**config.mk**
```make
export PLATFORM = sky130hd
export DESIGN_NAME = mem_port_arbiter
export DESIGN_NICKNAME = d
export VERILOG_FILES = /design/src/rtl/mem_port_arbiter_pkg.sv /design/src/rtl/mem_port_arbiter_rr_pick.sv /design/src/rtl/mem_port_arbiter.sv
export SDC_FILE = /design/constraint.sdc
export NUM_CORES = 1
export LEC_CHECK = 0
export ABC_AREA = 1
export BUFFER_PORTS_ARGS = -buffer_cell sky130_fd_sc_hd__buf_2
export CAP_MARGIN = 40
export CORE_UTILIZATION = 39
export DETAILED_ROUTE_END_ITERATION = 10
export PLACE_DENSITY = 0.86
export SYNTH_ARGS = -nofsm -noshare
export SYNTH_HDL_FRONTEND = slang
export SYNTH_HIERARCHICAL = 1
export SYNTH_SLANG_ARGS = --single-unit
```
**constraint.sdc**
```tcl
create_clock -name clk -period 2.6 [get_ports clk]
set_input_delay 0.39 -clock clk [delete_from_list [all_inputs] [get_ports clk]]
set_output_delay 0.39 -clock clk [all_outputs]
set_load 0.02 [all_outputs]
```
**src/rtl/mem_port_arbiter_pkg.sv**
```systemverilog
// Shared word width, opcode constants and read-tag type for the tape-cell memory port.
// Pure declarations: no latency and no backpressure of its own.
// The read tag names the issuing core for the fixed-latency return path.
package tb_pkg;
    localparam int WORD_W    = 16;
    localparam int MAX_CORES = 16;
    localparam int ID_W      = 4;

    localparam logic [3:0] PLUS  = 4'h1;
    localparam logic [3:0] MINUS = 4'h2;
    localparam logic [3:0] BRZ   = 4'h5;

    typedef struct packed {
        logic            v;
        logic [ID_W-1:0] id;
    } rd_tag_t;

    function automatic logic [MAX_CORES-1:0] onehot(input logic [ID_W-1:0] idx, input int n);
        logic [MAX_CORES-1:0] r;
        r = '0;
        for (int i = 0; i < MAX_CORES; i++) begin
            r[i] = (i < n) && (idx == ID_W'(i));
        end
        return r;
    endfunction
endpackage

```
**src/rtl/mem_port_arbiter_rr_pick.sv**
```systemverilog
// Round-robin pick: first asserted request scanning upward from rr, with wrap.
// Purely combinational, zero latency.
// No backpressure; the caller decides whether the pick becomes a grant.
module rr_pick #(
    parameter int NCORES = 4,
    parameter int RRW    = $clog2(NCORES)
) (
    input  logic [NCORES-1:0] req,
    input  logic [RRW-1:0]    rr,
    output logic              any,
    output logic [RRW-1:0]    winner,
    output logic [NCORES-1:0] gnt_oh
);
    always_comb begin
        any    = 1'b0;
        winner = '0;
        for (int k = 0; k < NCORES; k++) begin
            int idx;
            idx = int'(rr) + k;
            if (idx >= NCORES) begin
                idx = idx - NCORES;
            end
            if (!any && req[idx]) begin
                any    = 1'b1;
                winner = RRW'(idx);
            end
        end
        gnt_oh = '0;
        for (int i = 0; i < NCORES; i++) begin
            gnt_oh[i] = any && (winner == RRW'(i));
        end
    end
endmodule

```
**src/rtl/mem_port_arbiter.sv**
```systemverilog
// Shares one 16-bit memory port among NCORES select units; routes read data back in order.
// Grant/issue same cycle; read return registered MEM_LAT+1 cycles after issue.
// mem_ready=0 withholds all grants; requesters hold req until granted.
module mem_port_arbiter
    import tb_pkg::*;
#(
    parameter int NCORES  = 4,
    parameter int MEM_LAT = 2
) (
    input  logic                     clk,
    input  logic                     rst,
    input  logic [NCORES-1:0]        req,
    input  logic [NCORES-1:0]        req_we,
    input  logic [NCORES*WORD_W-1:0] req_addr,
    input  logic [NCORES*WORD_W-1:0] req_wdata,
    output logic [NCORES-1:0]        gnt,
    input  logic                     mem_ready,
    output logic                     mem_en,
    output logic                     mem_we,
    output logic [WORD_W-1:0]        mem_addr,
    output logic [WORD_W-1:0]        mem_wdata,
    input  logic [WORD_W-1:0]        mem_rdata,
    output logic [NCORES-1:0]        rsp_valid,
    output logic [WORD_W-1:0]        rsp_data,
    output logic                     busy
);
    localparam int RRW = $clog2(NCORES);

    logic [RRW-1:0]    rr_q, rr_d;
    logic              pick_any;
    logic [RRW-1:0]    winner;
    logic [NCORES-1:0] pick_gnt;
    logic              grant;

    rd_tag_t [MEM_LAT-1:0] pipe_q, pipe_d;
    logic [NCORES-1:0]     rsp_valid_q, rsp_valid_d;
    logic [WORD_W-1:0]     rsp_data_q, rsp_data_d;

    rr_pick #(.NCORES(NCORES), .RRW(RRW)) u_pick (
        .req    (req),
        .rr     (rr_q),
        .any    (pick_any),
        .winner (winner),
        .gnt_oh (pick_gnt)
    );

    always_comb begin
        // Grants are suppressed during reset so nothing issues into a pipe being cleared.
        grant     = pick_any && mem_ready && !rst;
        gnt       = grant ? pick_gnt : '0;
        mem_en    = grant;
        mem_we    = req_we[winner];
        mem_addr  = req_addr[int'(winner)*WORD_W +: WORD_W];
        mem_wdata = req_wdata[int'(winner)*WORD_W +: WORD_W];

        rr_d = rr_q;
        if (grant) begin
            rr_d = (winner == RRW'(NCORES-1)) ? '0 : winner + RRW'(1);
        end

        pipe_d       = '0;
        pipe_d[0].v  = grant && !mem_we;
        pipe_d[0].id = ID_W'(winner);
        for (int i = 1; i < MEM_LAT; i++) begin
            pipe_d[i] = pipe_q[i-1];
        end

        rsp_valid_d = '0;
        rsp_data_d  = rsp_data_q;
        if (pipe_q[MEM_LAT-1].v) begin
            for (int i = 0; i < NCORES; i++) begin
                rsp_valid_d[i] = (pipe_q[MEM_LAT-1].id == ID_W'(i));
            end
            rsp_data_d = mem_rdata;
        end

        busy = 1'b0;
        for (int i = 0; i < MEM_LAT; i++) begin
            busy = busy | pipe_q[i].v;
        end
    end

    always_ff @(posedge clk or posedge rst) begin
        if (rst) begin
            rr_q        <= '0;
            pipe_q      <= '0;
            rsp_valid_q <= '0;
            rsp_data_q  <= '0;
        end else begin
            rr_q        <= rr_d;
            pipe_q      <= pipe_d;
            rsp_valid_q <= rsp_valid_d;
            rsp_data_q  <= rsp_data_d;
        end
    end

    assign rsp_valid = rsp_valid_q;
    assign rsp_data  = rsp_data_q;
endmodule
```
==> impl_metrics.csv <==
group,metric,value,unit
outcome,status,"complete, but fails checks",
outcome,violations,"setup timing",
routing,drt_iter0_drc,160,
logic_synthesis,yosysWarnings,6,
logic_synthesis,synth.ff_latch_count,28,
timing,relSlewSlack,0.619,
logic_synthesis,synth_edf_count,0,
routing,num_vias,3725,
clock_tree,ctsHoldBuffers,0,
routing,drc,0,
clock_tree,numCtsBuffers,3,
global_route,use_met3,0.0242,
timing,worst_pin_slew,0.571,ns
floorplanning,rows,28,
logic_synthesis,syn_inst,435,
logic_synthesis,syn-num-nets,591,
job,drv_cap,0,
clock_tree,clk_pin_slew,0.09,ns
critical_path,r2r_cells,13,
critical_path,crit_fanout,7,
timing,min_period,2.75,ns
logic_synthesis,syn_avg_cell_area,5.80,sq um
critical_path,reg2reg_from,"rr_q[0]",
global_route,grt-ovfl-total,0,
place,dpl.hpwl,6.52,mm
logic_synthesis,synth_cell_types,24,
timing,rsz0062_at_grt,"true",
critical_path,r2r-end,"rr_q[0]",
critical_path,crit_path_end_kind,"output port",
clock_tree,clkLatencyLatePin,0.27,ns
floorplanning,initial_utilization,0.414,
global_route,grt_usage,0.233,
global_route,grt-busiest-layer,"met2",
global_route,grt_pass1_wl,12.4,mm
critical_path,path_cells,"buf_12 -> inv_6 -> nand2_1 -> nand2_2 -> nand2_2 -> o21ai_2 -> inv_2 -> nand3_4 -> nand3_4 -> inv_8 -> inv_12 -> buf_12 -> clkbuf_16 -> o21ai_2 -> nand2_1 -> buf_2",
critical_path,crit_type,"reg -> out",
logic_synthesis,synth_top_area_cell,"dfrtp_1",
global_route,grt_max_degree,33,
routing,viasPerCell,5.08,
floorplanning,die_area,0.00680,sq mm
finish,finish.instance_area,0.00452,sq mm
critical_path,reg2reg_slack,0.44,ns
timing,post-route-period-util,1.06,
global_route,met1_usage,0.266,
global_route,grtUsageMet2,0.443,
finish,syn2layout_area_growth,79.3,%
place,place_area,0.00366,sq mm
clock_tree,cts_tree,"yes",
routing,drt_pass1_iterations,4,
logic_synthesis,syn-cell-area,0.00252,sq mm
finish,seq_area,703,sq um
logic_synthesis,synth_common_cells,"nor2_1, nand2_1, o21ai_1",
critical_path,cpPeakStageDelay,0.45,ns
place,gp_congestion,0.889,
logic_synthesis,synthArstFlopShare,1.00,
floorplanning,dieWidth,82.4,um
critical_path,required,2.21,ns
finish,multi_input_area,0.00183,sq mm
critical_path,arrival,2.36,ns
routing,wl_per_cell,14.0,um
timing,finalHoldViolations,0,
timing,setup_viol,32,
place,dp_slack,0.0930,ns
finish,n_fill_cell,461,
logic_synthesis,ys_seq_area_frac,0.278,
critical_path,cp_slowest_cell,"dfrtp_2",
clock_tree,cts.sinks,28,
global_route,grt_pass1_vias,2924,
timing,setup_slack,-0.151,ns
routing,ant_nets,0,
timing,finalClockSkew,0.00404,ns
floorplanning,die_height,82.4,um
timing,fmax,0.364,GHz
timing,drv_slew,0,
logic_synthesis,dominantRegCellSynth,"dfrtp_1",
place,port_buffers,213,
logic_synthesis,yosys.cell_count.top_type,"nor2_1",
logic_synthesis,yosysTopAreaCellShare,0.278,
floorplanning,ios,214,
finish,layout-drive-gt1-share,0.519,
clock_tree,htree_levels,1,
global_route,antenna_found_initial,1,
floorplanning,core_region_area,0.00610,sq mm
min_path,hold_class,"in -> async",
clock_tree,cts_buffer_depth,2,
critical_path,critPathLaunchType,"flip-flop",
logic_synthesis,synthTopCellsByArea,"dfrtp_1, nor2_1, nand2_1",
clock_tree,clockRootBuffer,"clkbuf_8",
finish,final_nets,814,
routing,finalWirelength,10.3,mm
cell usage in the layout (no fill, tap or decap), drive strengths merged:
cell / count
buf: 238
nand2: 130
o21ai: 67
bufinv: 1
diode: 1
inv: 29
ha: 1
nand4: 1
dfrtp: 28
nand3: 10
clkinv: 1
nor2: 137
or2: 2
clkbuf: 8
nor3: 4
kinds of logic after synthesis:
kind of cell / count (synthesis) / synth area share
AND/OR/NAND/NOR: 284 / 0.467
AO/OA/AOI/OAI: 67 / 0.136
adder cells (fa/ha/maj): 1 / 0.00496
buffers and inverters: 55 / 0.115
flip-flops: 28 / 0.278
worst max-delay path: cells and delay by family, from the launching register on:
family / cells / cell delay [ns]
DFF: 1 / 0.45
AOI/OAI and AO/OA: 2 / 0.20
and+or+nand+nor: 6 / 0.52
buffers and inverters: 8 / 0.89
metal layers:
layer | vias up | part of all wire
li1 | 1794 | -
met1 | 1695 | 0.37
met2 | 198 | 0.53
met3 | 38 | 0.060
met4 | 0 | 0.036
met5 | - | 0
metrics by stage:
stage	setup TNS (ns)	util	instances	hold WS, ns
global placement	0	0.600	708	0.332
detailed placement	0	0.600	708	0.336
global route	-6.95	0.742	733	0.258
CTS	-1.61	0.642	716	0.222
floorplan	0	-	435	0.331
finish	-3.33	0.742	733	0.223
worst max-delay path by stage:
stage             from            end  slack, ns
2_1_floorplan  rr_q[0]    mem_addr[0]       0.29
3_3_place_gp   rr_q[0]   mem_wdata[0]       0.16
3_5_place_dp   rr_q[0]   mem_addr[11]       0.09
4_1_cts        rr_q[0]  mem_wdata[13]      -0.08
5_1_grt        rr_q[0]   mem_addr[11]      -0.25
6_report       rr_q[0]   mem_wdata[3]      -0.15
cell type report:
type                            count  area share
Antenna cell                        1    0.000553
Clock buffer                        3     0.00913
Clock inverter                      1     0.00664
Inverter                           29      0.0318
Multi-Input combinational cell    352       0.405
Sequential cell                    28       0.155
Tap cell                           75      0.0207
Timing Repair Buffer              243       0.369
Timing Repair inverter              1     0.00194
flip-flops by register name, indices dropped and copies added (netlist names):
signal and count:
rsp_data 16, pipe_q 3, pipe_d 3, rsp_valid 4, rr_q 2
what timing repair did:
item                       CTS  global route
setup endpoints to repair   33            37
cloned                       2             8
resized for setup           34           114
pin swaps                    4            13
setup buffers                2             8
Power is left out: the tool's default activity adds up to more than one toggle a clock period on the data nets, which glitch-free logic cannot reach.
